### config.mk
export PLATFORM = sky130hd
export DESIGN_NAME = neural_unit_seq
export DESIGN_NICKNAME = d
export VERILOG_FILES = /design/src/rtl/neural_unit_seq.sv
export SDC_FILE = /design/constraint.sdc
export NUM_CORES = 2
export LEC_CHECK = 0
export CAP_MARGIN = 20
export CORE_ASPECT_RATIO = 1.1
export CORE_UTILIZATION = 60
export CTS_CLUSTER_DIAMETER = 60
export CTS_CLUSTER_SIZE = 20
export DETAILED_ROUTE_END_ITERATION = 10
export DONT_BUFFER_PORTS = 1
export PLACE_DENSITY = 0.79
export SLEW_MARGIN = 5
export SYNTH_ARGS = -nofsm -noshare
export SYNTH_HDL_FRONTEND = slang
export SYNTH_SLANG_ARGS = --single-unit
### constraint.sdc
create_clock -name clk -period 9.2 [get_ports clk]
set_input_delay 0 -clock clk [delete_from_list [all_inputs] [get_ports clk]]
set_output_delay 0 -clock clk [all_outputs]
set_load 0.02 [all_outputs]
### src/rtl/neural_unit_seq.sv
// Sequential neural unit: a time-shared multiply-accumulate over N_INPUTS weighted inputs,
// symmetric saturation, and an optional Elliot activation x/(1+|x|) computed by restoring division.
module neural_unit_seq #(
  parameter int N_INPUTS = 4,
  parameter int DATA_W   = 32,
  parameter int FRAC_W   = 8,
  parameter int WEIGHT_W = 8,
  parameter int ADDR_W   = $clog2(N_INPUTS)
) (
  input  logic                         clk,
  input  logic                         reset,
  input  logic [N_INPUTS*DATA_W-1:0]   inputs,
  input  logic [WEIGHT_W-1:0]          weight,
  input  logic [ADDR_W-1:0]            address,
  input  logic                         write,
  input  logic                         sumTrigger,
  input  logic                         layer_Sel,
  output logic [DATA_W-1:0]            layerOut,
  output logic                         layerDone,
  output logic                         busy
);

  // state  | meaning
  // S_IDLE | accept weight writes and start pulses
  // S_MAC  | one product per cycle; the product is registered, so one flush cycle follows the last index
  // S_SAT  | clamp accumulator; linear result is written here, otherwise set up the divider
  // S_ACT  | restoring division, one quotient bit per cycle
  // S_DONE | layerDone pulse, last busy cycle

  localparam int PROD_W = DATA_W + WEIGHT_W;
  localparam int ACC_W  = PROD_W + $clog2(N_INPUTS);
  localparam int CNT_W  = $clog2(N_INPUTS + 1);
  localparam int ACT_CW = $clog2(FRAC_W + 1);
  localparam logic [ACC_W-1:0] MAX_MAG = {{(ACC_W-DATA_W+1){1'b0}}, {(DATA_W-1){1'b1}}};

  typedef enum logic [2:0] {S_IDLE, S_MAC, S_SAT, S_ACT, S_DONE} state_t;

  state_t                      r_state;
  logic signed [WEIGHT_W-1:0]  r_w [N_INPUTS];
  logic signed [DATA_W-1:0]    r_in [N_INPUTS];
  logic                        r_sel;
  logic [CNT_W-1:0]            r_idx;
  logic signed [PROD_W-1:0]    r_prod;
  logic signed [ACC_W-1:0]     r_acc;
  logic [DATA_W-1:0]           r_rem;
  logic [DATA_W-1:0]           r_den;
  logic [FRAC_W:0]             r_nbits;
  logic [FRAC_W-1:0]           r_q;
  logic                        r_neg;
  logic [ACT_CW-1:0]           r_cnt;
  logic [DATA_W-1:0]           r_out;
  logic                        r_done;
  logic                        r_busy;

  logic signed [DATA_W-1:0]    w_in_sel;
  logic signed [WEIGHT_W-1:0]  w_w_sel;
  logic signed [PROD_W-1:0]    w_prod;
  logic                        w_sign;
  logic [ACC_W-1:0]            w_abs_acc;
  logic [DATA_W-2:0]           w_mag;
  logic [DATA_W-1:0]           w_clamp;
  logic [DATA_W:0]             w_trial;
  logic [DATA_W:0]             w_diff;
  logic                        w_ge;
  logic [FRAC_W:0]             w_q_next;
  logic [DATA_W-1:0]           w_q_ext;
  logic [DATA_W-1:0]           w_elliot;

  always_comb begin
    w_in_sel = '0;
    w_w_sel  = '0;
    for (int i = 0; i < N_INPUTS; i++) begin
      if (r_idx == CNT_W'(i)) begin
        w_in_sel = r_in[i];
        w_w_sel  = r_w[i];
      end
    end
  end

  assign w_prod = PROD_W'(w_in_sel) * PROD_W'(w_w_sel);

  // Clamp via magnitude so the most negative code can never appear.
  assign w_sign    = r_acc[ACC_W-1];
  assign w_abs_acc = w_sign ? -r_acc : r_acc;
  assign w_mag     = (w_abs_acc > MAX_MAG) ? {(DATA_W-1){1'b1}} : w_abs_acc[DATA_W-2:0];
  assign w_clamp   = w_sign ? -{1'b0, w_mag} : {1'b0, w_mag};

  // Borrow bit of the trial subtraction doubles as the compare result.
  assign w_trial  = {r_rem, r_nbits[FRAC_W]};
  assign w_diff   = w_trial - {1'b0, r_den};
  assign w_ge     = ~w_diff[DATA_W];
  assign w_q_next = {r_q, w_ge};
  assign w_q_ext  = {{(DATA_W-FRAC_W-1){1'b0}}, w_q_next};
  assign w_elliot = r_neg ? -w_q_ext : w_q_ext;

  always_ff @(posedge clk or posedge reset) begin
    if (reset) begin
      r_state <= S_IDLE;
      for (int i = 0; i < N_INPUTS; i++) begin
        r_w[i]  <= '0;
        r_in[i] <= '0;
      end
      r_sel   <= 1'b0;
      r_idx   <= '0;
      r_prod  <= '0;
      r_acc   <= '0;
      r_rem   <= '0;
      r_den   <= '0;
      r_nbits <= '0;
      r_q     <= '0;
      r_neg   <= 1'b0;
      r_cnt   <= '0;
      r_out   <= '0;
      r_done  <= 1'b0;
      r_busy  <= 1'b0;
    end else begin
      r_done <= 1'b0;
      case (r_state)
        S_IDLE: begin
          if (write && (int'(address) < N_INPUTS)) r_w[address] <= weight;
          if (sumTrigger) begin
            for (int i = 0; i < N_INPUTS; i++) r_in[i] <= inputs[i*DATA_W +: DATA_W];
            r_sel   <= layer_Sel;
            r_acc   <= '0;
            r_prod  <= '0;
            r_idx   <= '0;
            r_busy  <= 1'b1;
            r_state <= S_MAC;
          end
        end
        S_MAC: begin
          r_acc  <= r_acc + ACC_W'(r_prod);
          r_prod <= w_prod;
          if (r_idx == CNT_W'(N_INPUTS)) r_state <= S_SAT;
          else                           r_idx   <= r_idx + CNT_W'(1);
        end
        S_SAT: begin
          if (!r_sel) begin
            r_out   <= w_clamp;
            r_done  <= 1'b1;
            r_state <= S_DONE;
          end else begin
            r_rem   <= {2'b00, w_mag[DATA_W-2:1]};
            r_nbits <= {w_mag[0], {FRAC_W{1'b0}}};
            r_den   <= DATA_W'(2**FRAC_W) + {1'b0, w_mag};
            r_q     <= '0;
            r_neg   <= w_sign;
            r_cnt   <= ACT_CW'(FRAC_W);
            r_state <= S_ACT;
          end
        end
        S_ACT: begin
          r_rem   <= w_ge ? w_diff[DATA_W-1:0] : w_trial[DATA_W-1:0];
          r_nbits <= {r_nbits[FRAC_W-1:0], 1'b0};
          r_q     <= w_q_next[FRAC_W-1:0];
          if (r_cnt == '0) begin
            r_out   <= w_elliot;
            r_done  <= 1'b1;
            r_state <= S_DONE;
          end else begin
            r_cnt <= r_cnt - ACT_CW'(1);
          end
        end
        S_DONE: begin
          r_busy  <= 1'b0;
          r_state <= S_IDLE;
        end
        default: r_state <= S_IDLE;
      endcase
    end
  end

  assign layerOut  = r_out;
  assign layerDone = r_done;
  assign busy      = r_busy;

endmodule

==> flow_summary.yaml <==
clocking:
  postCtsSetupRepairBufs: 0
  clockBufferDepth: 3
  cts.clk_slew.worst_paths_ns: 0.10
  cts_root_buf: "clkbuf_16"
  htreeDepth: 1
  cts_tree: "built"
  cts_sinks: 361
  cts_inserted_buffers: 31
  clkLatencyLatePin_ns: 0.65
logic_synthesis:
  async_reset_ff_share_pct: 100.0
  synth_seq_area_share_pct: 29.73
  synth_flop_cell: "dfrtp_1"
  synth_seq_cells: 361
  synth-edff-count: 0
  syn_avg_cell_area_sq_um: 8.263
  synthDistinctLibCells: 78
  synth_nets: 4184
  synthesis.instances: 3677
  syn_area_sq_um: 30380
  yosys_warnings: 0
layout:
  final_layout_size_suffix_gt1_share_pct: 5.476
  fin_util_pct: 68.67
  syn2layout_area_growth_pct: 13.08
  nNetsFinal: 4303
  final_cell_mix: "nand2_1 (606), nor2_1 (409), dfrtp_1 (360)"
  final_common_cell: "nand2_1"
  final_area_sq_um: 34360
sta:
  finalSetupViolCount: 0
  max-slew-margin-rel_pct: 18.57
  fin_crit_sh_pct: 83.85
  min_period_ns: 7.714
  hold_viol: 11
  worst_slew_pin_slew_ns: 1.210
  hold_ws_ns: -0.01067
  drv_slew: 0
  finClkSkew_ns: 0.04571
  fmax_ghz: 0.1296
  rsz0062_at_grt: "no"
  setup_tns_ns: 0
critical_path:
  crit_required_ns: 9.66
  crit_type: "reg2reg"
  path_buf_inv: 5
  r2r-start: "r_idx[0]"
  cp-end-kind: "flip-flop"
  rr_worst_depth: 26
  crit_cells: 26
  max_stage_delay_ns: 0.54
  rr_endpoint: "r_prod[36]"
  crit_slowest_cell: "fa_1"
  critPathMaxFanout: 40
  start_kind: "flip-flop"
  path_delay_family: "adder cells"
  arrival_ns: 8.17
  r2r_slack_ns: 1.49
route:
  drt-pass1-iter-count: 7
  totalWireLength_um: 88770
  drc_errors: 0
  wl_per_cell_um: 19.78
  num_vias: 27795
  drtIter0Drc: 2770
  vias_per_cell: 6.195
  ant_nets: 0
run_status:
  status: "finished with violations"
  violations: "negative hold slack"
global_routing:
  grt_max_degree: 107
  grt_pass1_wl_um: 144800
  grt_pass1_vias: 27534
  antenna_found_initial: 12
  grt_overflow_total: 0
  grt.total_usage_pct: 35.06
placement:
  gp_congestion: 0.9506
  portBuffers: 0
  place_area_sq_um: 30860
  dp_hpwl_um: 57230
min_path:
  min_path_type: "in2async"
die:
  io_pins: 177
  initial_core_util_pct: 60.73
  die_x_um: 216.6
  die_y_um: 238.0
  core_area_sq_um: 50040
  dieArea_sq_um: 51540
  rows: 86
run:
  drv_cap: 0
worst max path at each step:
stage          startpoint    endpoint  slack (ns)
5_1_grt          r_idx[1]  r_prod[36]        1.10
6_report         r_idx[0]  r_prod[36]        1.49
3_3_place_gp     r_idx[0]  r_prod[33]        1.90
2_1_floorplan    r_idx[0]  r_prod[33]        2.65
4_1_cts          r_idx[0]  r_prod[33]        1.74
3_5_place_dp     r_idx[2]  r_prod[36]        1.85
cell usage after synthesis (10+ instances only):
cell type | instances | area share, %
a21oi_1 | 212 | 3.5
nor2b_1 | 41 | 0.84
a22oi_1 | 11 | 0.27
fa_1 | 201 | 13
a221oi_1 | 41 | 1.2
buf_1 | 13 | 0.16
a211oi_1 | 36 | 0.89
nand2_1 | 609 | 7.5
nor2_1 | 410 | 5.1
and3_1 | 18 | 0.37
o41ai_1 | 17 | 0.49
o21bai_1 | 20 | 0.49
and4_1 | 10 | 0.29
or4_1 | 15 | 0.37
xnor2_1 | 74 | 2.1
nand4_1 | 25 | 0.51
a31oi_1 | 27 | 0.56
ha_1 | 163 | 6.7
o21a_1 | 26 | 0.64
dfrtp_1 | 361 | 30
o22ai_1 | 24 | 0.49
o31ai_1 | 25 | 0.62
or3_1 | 14 | 0.29
or2_2 | 34 | 0.70
mux2i_1 | 16 | 0.53
a21o_1 | 59 | 1.5
and2_1 | 11 | 0.23
o211ai_1 | 16 | 0.40
o21ai_0 | 186 | 3.1
nor3_1 | 89 | 1.5
mux2_2 | 40 | 1.5
nand3_1 | 66 | 1.1
nor4_1 | 26 | 0.54
clkbuf_1 | 174 | 2.1
inv_1 | 351 | 4.3
xor2_1 | 71 | 2.0
nand2b_1 | 26 | 0.54
stage by stage:
stage               setup WS [ns]  std cells  hold slack, ns
finish                      1.486       4487        -0.01067
CTS                         1.741       4474       0.0009617
detailed placement          1.849       4187        -0.06182
global placement            1.904       4186        -0.06689
floorplan                   2.654       3677          0.1054
global route                1.101       4485        0.003520
sequential cells by signal (all words and copies together), names as in the netlist, 3 cells and up:
name      count
layerOut     32
r_acc        42
r_cnt         4
r_den        32
r_idx         3
r_in        128
r_prod       40
r_q           8
r_rem        32
r_state       3
r_w          32
cell type report:
class,count,area [sq um]
multi-input combinational,2775,19380
inverter,352,1325
sequential,361,9035
tap,660,825.8
antenna,10,25.02
fill,3752,15680
timing repair buffer,275,2693
clock inverter,22,290.3
clock buffer,32,779.5
metal layers:
layer / track usage (%) / part of all wire (%) / wire, um
met1: 42.59 / 38 / 33770
met2: 58.47 / 48 / 42230
met3: 5.762 / 7.4 / 6607
met4: 21.51 / 6.9 / 6152
met5: 0 / 0.016 / 14
repair_timing:
action	4_1_cts	5_1_grt
hold endpoints to repair	292	0
hold buffers	233	0
gates resized for setup	0	0
worst min-delay path: stages:
cell and delay [ns]:
dlygate4sd3_1 0.59, clkinvlp_4 0.16, buf_4 0.25
kinds of logic (layout without fill, tap and decap cells):
| logic type | Yosys count | after routing | share of synthesized area (%) |
|---|---|---|---|
| fa+ha+maj | 364 | 364 | 19.96 |
| flops | 361 | 361 | 29.73 |
| mux | 56 | 56 | 2.010 |
| xor+xnor | 146 | 146 | 4.233 |
| compound gates | 785 | 785 | 16.67 |
| other cells | 0 | 10 | 0 |
| simple gates | 1424 | 1424 | 20.67 |
| buf+inv | 541 | 681 | 6.733 |
Power is left out: the tool's default activity adds up to more than one toggle a clock period on the data nets, which glitch-free logic cannot reach.
